**config.mk**
```make
export PLATFORM = sky130hd
export DESIGN_NAME = alu_operand_issue
export DESIGN_NICKNAME = d
export VERILOG_FILES = /design/src/rtl/alu_operand_issue.sv
export SDC_FILE = /design/constraint.sdc
export NUM_CORES = 2
export LEC_CHECK = 0
export CAP_MARGIN = 10
export CORE_ASPECT_RATIO = 1.2
export CORE_MARGIN = 3
export CORE_UTILIZATION = 67
export DETAILED_ROUTE_END_ITERATION = 7
export PLACE_DENSITY = 0.85
export SETUP_SLACK_MARGIN = 0.5
export SYNTH_ARGS = -nofsm -noshare
export SYNTH_HDL_FRONTEND = slang
export SYNTH_SLANG_ARGS = --single-unit
```
**constraint.sdc**
```tcl
create_clock -name clk -period 2.85 [get_ports clk]
set_clock_uncertainty 0.05 [all_clocks]
set_input_delay 0.7125 -clock clk [delete_from_list [all_inputs] [get_ports clk]]
set_output_delay 0.7125 -clock clk [all_outputs]
set_load 0.05 [all_outputs]
```
**src/rtl/alu_operand_issue.sv**
```systemverilog
// Execute-issue stage ahead of the 32-bit ALU: decodes Beta ALU instructions,
// reads operands from a local register file (with writeback bypass) and issues them.
module alu_operand_issue #(
    parameter int NREGS = 32,
    parameter int WIDTH = 32
) (
    input  logic             clk,
    input  logic             rst_n,
    input  logic             in_valid,
    output logic             in_ready,
    input  logic [31:0]      in_instr,
    output logic             out_valid,
    input  logic             out_ready,
    output logic [5:0]       out_alufn,
    output logic [WIDTH-1:0] out_a,
    output logic [WIDTH-1:0] out_b,
    output logic [4:0]       out_rc,
    output logic             out_illegal,
    input  logic             wb_en,
    input  logic [4:0]       wb_addr,
    input  logic [WIDTH-1:0] wb_data
);

    localparam logic [4:0] ZERO_IDX = 5'd31;

    // Returns {legal, alufn}; only opcodes 0x20-0x3F with a supported low nibble are legal.
    function automatic logic [6:0] decode_alufn(input logic [5:0] opcode);
        logic [6:0] res;
        res = 7'b0000000;
        if (opcode[5] == 1'b1) begin
            case (opcode[3:0])
                4'h0:    res = {1'b1, 6'b000000};
                4'h1:    res = {1'b1, 6'b000001};
                4'h2:    res = {1'b1, 6'b000010};
                4'h4:    res = {1'b1, 6'b110011};
                4'h5:    res = {1'b1, 6'b110101};
                4'h6:    res = {1'b1, 6'b110111};
                4'h8:    res = {1'b1, 6'b011000};
                4'h9:    res = {1'b1, 6'b011110};
                4'hA:    res = {1'b1, 6'b010110};
                4'hC:    res = {1'b1, 6'b100000};
                4'hD:    res = {1'b1, 6'b100001};
                4'hE:    res = {1'b1, 6'b100011};
                default: res = 7'b0000000;
            endcase
        end else begin
            res = 7'b0000000;
        end
        return res;
    endfunction

    logic [WIDTH-1:0] regs_r [NREGS];

    logic             valid_r;
    logic [5:0]       alufn_r;
    logic [WIDTH-1:0] a_r;
    logic [WIDTH-1:0] b_r;
    logic [4:0]       rc_r;
    logic             illegal_r;

    logic [5:0]       opcode_s;
    logic [4:0]       rc_s;
    logic [4:0]       ra_s;
    logic [4:0]       rb_s;
    logic [6:0]       dec_s;
    logic [WIDTH-1:0] ra_val_s;
    logic [WIDTH-1:0] rb_val_s;
    logic [WIDTH-1:0] lit_s;
    logic [5:0]       issue_alufn_s;
    logic [WIDTH-1:0] issue_a_s;
    logic [WIDTH-1:0] issue_b_s;
    logic             accept_s;

    assign opcode_s = in_instr[31:26];
    assign rc_s     = in_instr[25:21];
    assign ra_s     = in_instr[20:16];
    assign rb_s     = in_instr[15:11];
    assign lit_s    = {{(WIDTH-16){in_instr[15]}}, in_instr[15:0]};
    assign dec_s    = decode_alufn(opcode_s);

    assign in_ready = ~valid_r | out_ready;
    assign accept_s = in_valid & in_ready;

    // Register reads with same-cycle writeback forwarding; index 31 is hardwired zero.
    always_comb begin
        ra_val_s = '0;
        rb_val_s = '0;
        if (ra_s == ZERO_IDX) begin
            ra_val_s = '0;
        end else if (wb_en && (wb_addr == ra_s)) begin
            ra_val_s = wb_data;
        end else begin
            ra_val_s = regs_r[ra_s];
        end
        if (rb_s == ZERO_IDX) begin
            rb_val_s = '0;
        end else if (wb_en && (wb_addr == rb_s)) begin
            rb_val_s = wb_data;
        end else begin
            rb_val_s = regs_r[rb_s];
        end
    end

    // Operand selection; illegal ops issue with zeroed function and operands.
    always_comb begin
        issue_alufn_s = 6'b000000;
        issue_a_s     = '0;
        issue_b_s     = '0;
        if (dec_s[6]) begin
            issue_alufn_s = dec_s[5:0];
            issue_a_s     = ra_val_s;
            issue_b_s     = opcode_s[4] ? lit_s : rb_val_s;
        end else begin
            issue_alufn_s = 6'b000000;
            issue_a_s     = '0;
            issue_b_s     = '0;
        end
    end

    // Register file write port, active independent of the issue handshake.
    always_ff @(posedge clk or negedge rst_n) begin
        if (!rst_n) begin
            for (int i = 0; i < NREGS; i++) begin
                regs_r[i] <= '0;
            end
        end else if (wb_en && (wb_addr != ZERO_IDX)) begin
            regs_r[wb_addr] <= wb_data;
        end
    end

    // Issue register: load on accept, drop valid on consume, otherwise hold.
    always_ff @(posedge clk or negedge rst_n) begin
        if (!rst_n) begin
            valid_r   <= 1'b0;
            alufn_r   <= 6'b000000;
            a_r       <= '0;
            b_r       <= '0;
            rc_r      <= 5'd0;
            illegal_r <= 1'b0;
        end else if (accept_s) begin
            valid_r   <= 1'b1;
            alufn_r   <= issue_alufn_s;
            a_r       <= issue_a_s;
            b_r       <= issue_b_s;
            rc_r      <= rc_s;
            illegal_r <= ~dec_s[6];
        end else if (out_ready) begin
            valid_r   <= 1'b0;
        end
    end

    assign out_valid   = valid_r;
    assign out_alufn   = alufn_r;
    assign out_a       = a_r;
    assign out_b       = b_r;
    assign out_rc      = rc_r;
    assign out_illegal = illegal_r;

endmodule

```
* Word-level counts from Yosys, hierarchy flattened *
Memory sizes are Yosys's and may differ from the RTL's.
Index checks and enable logic that the tools add are counted.

operators by class
  reduce and logical (&&, ||, !) cells = 5
  eq/ne operators = 5
  bitwise operators = 7
  order comparisons = 4
  multiplexer cells = 20

operators with widths
  kind                count
  $bwmux 1024         1
  $mux 32             12
  $bmux 32 s5         2
  $demux 32 s5        1
  $ge 6x6->1 const B  3
  $not 5->6           3
  $eq 5x5->1          2
  $eq 5x5->1 const B  2
  $mux 7              1
  $lt 6x1->1 const B  1
  $mux 6              1
  $ne 5x5->1 const B  1
  $logic_and 1x1->1   4
  $mux 1              2
  $not 1->1           2
  $reduce_bool 2->1   1
  $and 1x1->1         1
  $or 1x1->1          1

storage, ports and cells
  bits of input ports = 74
  output and inout bits = 78
  memories = 1
  logic and storage cells = 80
  flip-flop bits (word level) = 1101
  memory bits (read-only) = 112

memories
  memory            depth  bits a word  rd ports  clocked after memory_dff  wr ports  RTL line  RTL
  (name not given)  16     7            1         0                         0         31        case (opcode[3:0])

* Depth between registers and ports, before layout *
  depth in word-level cells = 8
  mapped depth = 10
  mapped depth without buffers = 7

* Worst setup path after synthesis *
OpenSTA, ideal clock, no wires.

  path kind = input to register
  from = in in_instr[11]
  to = reg b_r[12], in the netlist out_b[12]
  data arrival time = 2350 ps
  setup time = 127 ps
  stages = 8
  data required time = 2673 ps
  path buffers = 3
  slack = 323 ps
  cell sequence = buf_2 > buf_4 > buf_2 > mux4_2 > a22oi_1 > nand2_1 > o221ai_1 > o21ai_1

on the way
  cells in the longest elaborated chain, start to end = 8
  elaborated cells on any way between the ends = 11
  those cells by class = eq/ne: 2; mux: 7; bitwise: 1; reduce/logical: 1

ends and longest elaborated chain
  what                                        RTL line  RTL
  start: declaration                          11        input logic [31:0] in_instr,
  $not 5->6 (not written as such)             100       rb_val_s = regs_r[rb_s];
  $bmux 32 s5                                 100
  $mux 32 (not written as such) (2 in a row)  100
  $mux 32                                     97        end else if (wb_en && (wb_addr == rb_s)) begin
  $mux 32 *                                   95        if (rb_s == ZERO_IDX) begin
  $mux 32 *                                   112       issue_b_s = opcode_s[4] ? lit_s : rb_val_s;
  $mux 32 *                                   109       if (dec_s[6]) begin
  end signal: assignment                      144       b_r <= issue_b_s;
  end: declaration                            57        logic [WIDTH-1:0] b_r;

Mark *: on every way between the ends. The rest lies on a longest branch, timed or not. The select of a mux whose other input is x is not followed.
A chain may end at the register's enable or synchronous reset.

* Final worst setup path *
  from = reg valid_r, in the netlist out_valid
  to = out in_ready

on the way
  cells in the longest elaborated chain, start to end = 2

ends and longest elaborated chain
  what                      RTL line  RTL
  start: declaration        54        logic valid_r;
  start signal: assignment  134       valid_r <= 1'b0;
  start signal: assignment  141       valid_r <= 1'b1;
  start signal: assignment  148       valid_r <= 1'b0;
  $not 1->1                 81        assign in_ready = ~valid_r | out_ready;
  $or 1x1->1                81
  end: declaration          10        output logic in_ready,

No other way between the ends.

==> key figures <==
Critical path
  – Critical path class: reg2out
  – Startpoint type of the worst setup path: register
  – Crit-path leading delay family: flip-flops
  – Worst-path fanout max: 2
  – Worst EP required: 2090 ps
  – CP peak stage delay: 470 ps
  – Buf/Inv on CP: 3
  – Setup crit end kind: primary output
  – Reg2reg start: out_valid$_DFFE_PN0P_
  – Slowest CP cell: dfrtp_2
  – WP data arrival: 1690 ps
  – Origin of the worst setup path: out_valid$_DFFE_PN0P_
  – Critical path cell sequence: nor2b_4, buf_12, inv_8, buf_8

Yosys
  – Main combinational cell family by area after synthesis: multiplexers
  – Mapped Area: 57300 um^2
  – Post-Syn Nets: 3812
  – Post-synth EDFFs: 0
  – XOR/XNOR share of the synthesized area: 0.168%
  – Compound-Gate Fraction of Synth Area: 4.15%
  – Seq cells post-synth: 1101
  – Synth cell types: 50
  – Post-Syn Instances: 3736
  – Avg Synthesized Cell Area: 15.3 um^2
  – Post-synthesis adder-cell area fraction: 0.0437%
  – Part of the Yosys area used for sequential elements: 48.1%
  – Fraction of registers with async set/reset: 100%
  – Synth warnings: 0
  – Multiplexer area fraction after synthesis: 42.2%
  – Synth Area in Simple Gates: 1.95%
  – Ys flop type: dfrtp_1

Power
  – Net Sw Frac: 28.3%
  – Pwr per Cell Area: 688 nW/um^2
  – Internal: 33000 uW
  – Gate power share: 21.3%
  – NetSw: 13000 uW
  – Register share of total power: 45.7%
  – VDD IR max: 0.608 mV
  – Leakage Power: 0.0289 uW
  – Clock power share: 33.0%

Die
  – Placeable Area: 84200 um^2
  – Die Area: 89100 um^2
  – Initial core utilization: 68.1%
  – I/O pin count: 152
  – Die W: 273 um
  – Rows: 116
  – Die Ht: 326 um

Layout
  – Layout Area Growth over Synthesis: 16.6%
  – Share of post-route cells with drive strength above 1: 48.2%
  – Non-filler cells, final: 5116
  – Nets@finish: 3975

STA
  – Unrepaired setup endpoints after global routing: yes
  – Relative slew slack: 30.5%
  – Max Fclk: 408 MHz
  – Final Cycle Share: 86.1%
  – Post-route minimum period: 2450 ps
  – Final setup fails: 0
  – Final max-slew violation count: 0
  – Setup_tns: 0 ps
  – Worst slew pin tran: 1040 ps
  – Final Hold Vio Count: 0

Placement
  – Gpl congestion: 0.888
  – Number of port buffers: 151
  – Placed Instances: 4897
  – DP HPWL: 110000 um

Route
  – Vias post-DR: 39.6k
  – Initial DRC count: 5526
  – Routed wire length: 181000 um
  – Routed len/inst: 35.4 um
  – Vias/cell: 7.74
  – Post-route ant nets: 0
  – TritonRoute pass-1 iters: 6
  – DRC: 0

Clock tree
  – Clock Path Buffers: 3
  – CTS tree: done
  – H-tree depth: 3
  – Root Buffer: clkbuf_16
  – CTS Buf Count: 108
  – CTS Sinks: 1101
  – Clock transition at path regs: 60 ps
  – Clock latency on the worst-skew pair: 700 ps

Global route
  – Total GRT Usage: 40.7%
  – Pin count of the biggest net entering global routing: 122
  – Vias in the first global route: 42.0k
  – First-pass GRT wire length: 268000 um
  – Antenna violations before repair: 6
  – GRT overflow: 0

Min path
  – Hold path startpoint: regs_r[8]$_DFFE_PN0P_
  – HP Class: reg2reg

Run
  – Max-cap violations: 0

Status
  – Status: completed
[worst paths after layout]
path | slack (ps) | to | cells after the start
setup / recovery | 400 | in_ready | 4
setup reg to reg | 510 | out_b[30]$_DFFE_PN0P_ | 9
hold / removal | 350 | regs_r[8]$_DFFE_PN0P_ | 0
hold reg to reg | 350 | regs_r[8]$_DFFE_PN0P_ | 0
min in group asynchronous | 480 | out_a[25]$_DFFE_PN0P_ | 2
max in group asynchronous | 1210 | regs_r[508]$_DFFE_PN0P_ | 3
[synthesized netlist by cell type (2+ instances only)]
master	number	area share [%]
nor3_1	8	0.070
o211ai_1	33	0.43
buf_4	18	0.24
nand3_1	2	0.017
and2_1	2	0.022
a21oi_1	18	0.16
mux2_2	738	14
dfrtp_1	1101	48
o21ai_1	64	0.56
o21ai_0	5	0.044
nand2_1	121	0.79
xnor2_1	7	0.11
xor2_1	4	0.061
buf_2	112	0.98
mux4_2	543	21
o221ai_1	31	0.47
buf_6	16	0.31
nand2b_1	36	0.39
inv_2	3	0.020
mux2i_1	38	0.66
nor2b_1	6	0.065
nand4_1	4	0.044
nor3_2	2	0.035
nor4_2	3	0.065
mux2_1	291	5.7
buf_1	64	0.42
a41o_1	3	0.052
clkbuf_1	217	1.4
ha_1	2	0.044
nor2_1	49	0.32
a22o_1	3	0.046
inv_1	4	0.026
or3_1	2	0.022
a22oi_1	170	2.2
[sequential cells by signal, summed over array words and instances (netlist names)]
signal and cells:
out_alufn 6, out_rc 5, out_illegal 1, regs_r 1024
out_valid 1, out_a 32, out_b 32
[what timing repair did]
action | in CTS | in global routing
resized for setup | 243 | 19
setup buffers | 3 | 5
pin swaps | 2 | 5
hold buffers | 1 | 0
endpoints found under the hold margin | 25 | 0
setup endpoints to repair | 132 | 86
cloned | 1 | 3
[through the flow]
step	total power (uW)	cell area [um^2]	hold WS, ps	utilization [%]	worst slack, ps
5_1_grt	47300	66800	355	79.4	389
3_3_place_gp	29700	62700	325	74.4	-195
6_report	46000	66800	346	79.4	396
3_5_place_dp	30600	62700	333	74.4	-288
2_1_floorplan	27200	57600	367	-	459
4_1_cts	45700	66600	345	79.2	422
[cell type report]
cell class	instances	area, um^2
Fill cell	4188	17400
Tap cell	1121	1400
Inverter	7	33.8
Clock inverter	48	634
Antenna cell	5	12.5
Timing Repair Buffer	480	5910
Multi-Input combinational cell	2201	28100
Sequential cell	1101	27600
Clock buffer	153	3120
[power by group through the flow]
stage / clock (uW) / sequential (uW) / combinational (uW)
5_1_grt: 15800 / 21200 / 10300
3_3_place_gp: 0 / 20600 / 9140
3_5_place_dp: 0 / 21000 / 9600
2_1_floorplan: 0 / 20500 / 6640
6_report: 15200 / 21000 / 9780
4_1_cts: 15200 / 20800 / 9700
[worst register-to-register path, delay by kind of cell, from the launching register on]
| family | cells | cell delay (ps) |
|---|---|---|
| AO/OA/AOI/OAI | 3 | 520 |
| buffers and inverters | 4 | 700 |
| flip-flops | 1 | 490 |
| AND/OR/NAND/NOR | 2 | 530 |
[cells in the final DEF (no fill, tap or decap), types with 4 or more instances in the layout]
master	netlist	final
a22oi_1	170	170
nand2_2	0	12
dfrtp_1	1101	1100
clkbuf_16	0	113
nand2_1	121	108
nand2b_1	36	35
a21oi_1	18	18
clkdlybuf4s50_1	0	61
mux2_1	291	291
clkinvlp_4	0	8
o21ai_0	5	5
o211ai_1	33	33
mux2i_1	38	38
buf_6	16	5
clkdlybuf4s15_1	0	8
clkinv_2	0	20
clkdlybuf4s15_2	0	64
o21ai_1	64	63
diode_2	0	5
buf_12	0	138
nor3_4	0	4
mux4_2	543	543
dlymetal6s2s_1	0	5
bufinv_16	0	13
buf_4	18	182
buf_8	0	7
clkbuf_1	217	22
nand4_1	4	4
o221ai_1	31	30
buf_2	112	4
clkbuf_8	0	21
nor2_1	49	37
xnor2_1	7	7
xor2_1	4	4
mux2_2	738	738
nor2_4	0	12
[kinds of logic after synthesis]
kind of cell | Yosys count
compound gates | 336
xor+xnor | 11
fa+ha+maj | 2
buf+inv | 434
flops | 1101
mux | 1610
simple gates | 242
[layer usage]
layer | vias up | GRT usage [%] | share of wire, %
met2 | 3193 | 61.7 | 47
met5 | - | 0 | 0.0072
met4 | 2 | 25.3 | 7.2
met3 | 873 | 11.8 | 12
li1 | 14813 | - | -
met1 | 20725 | 52.4 | 34
No activity file was read; power rests on OpenSTA's default activity.
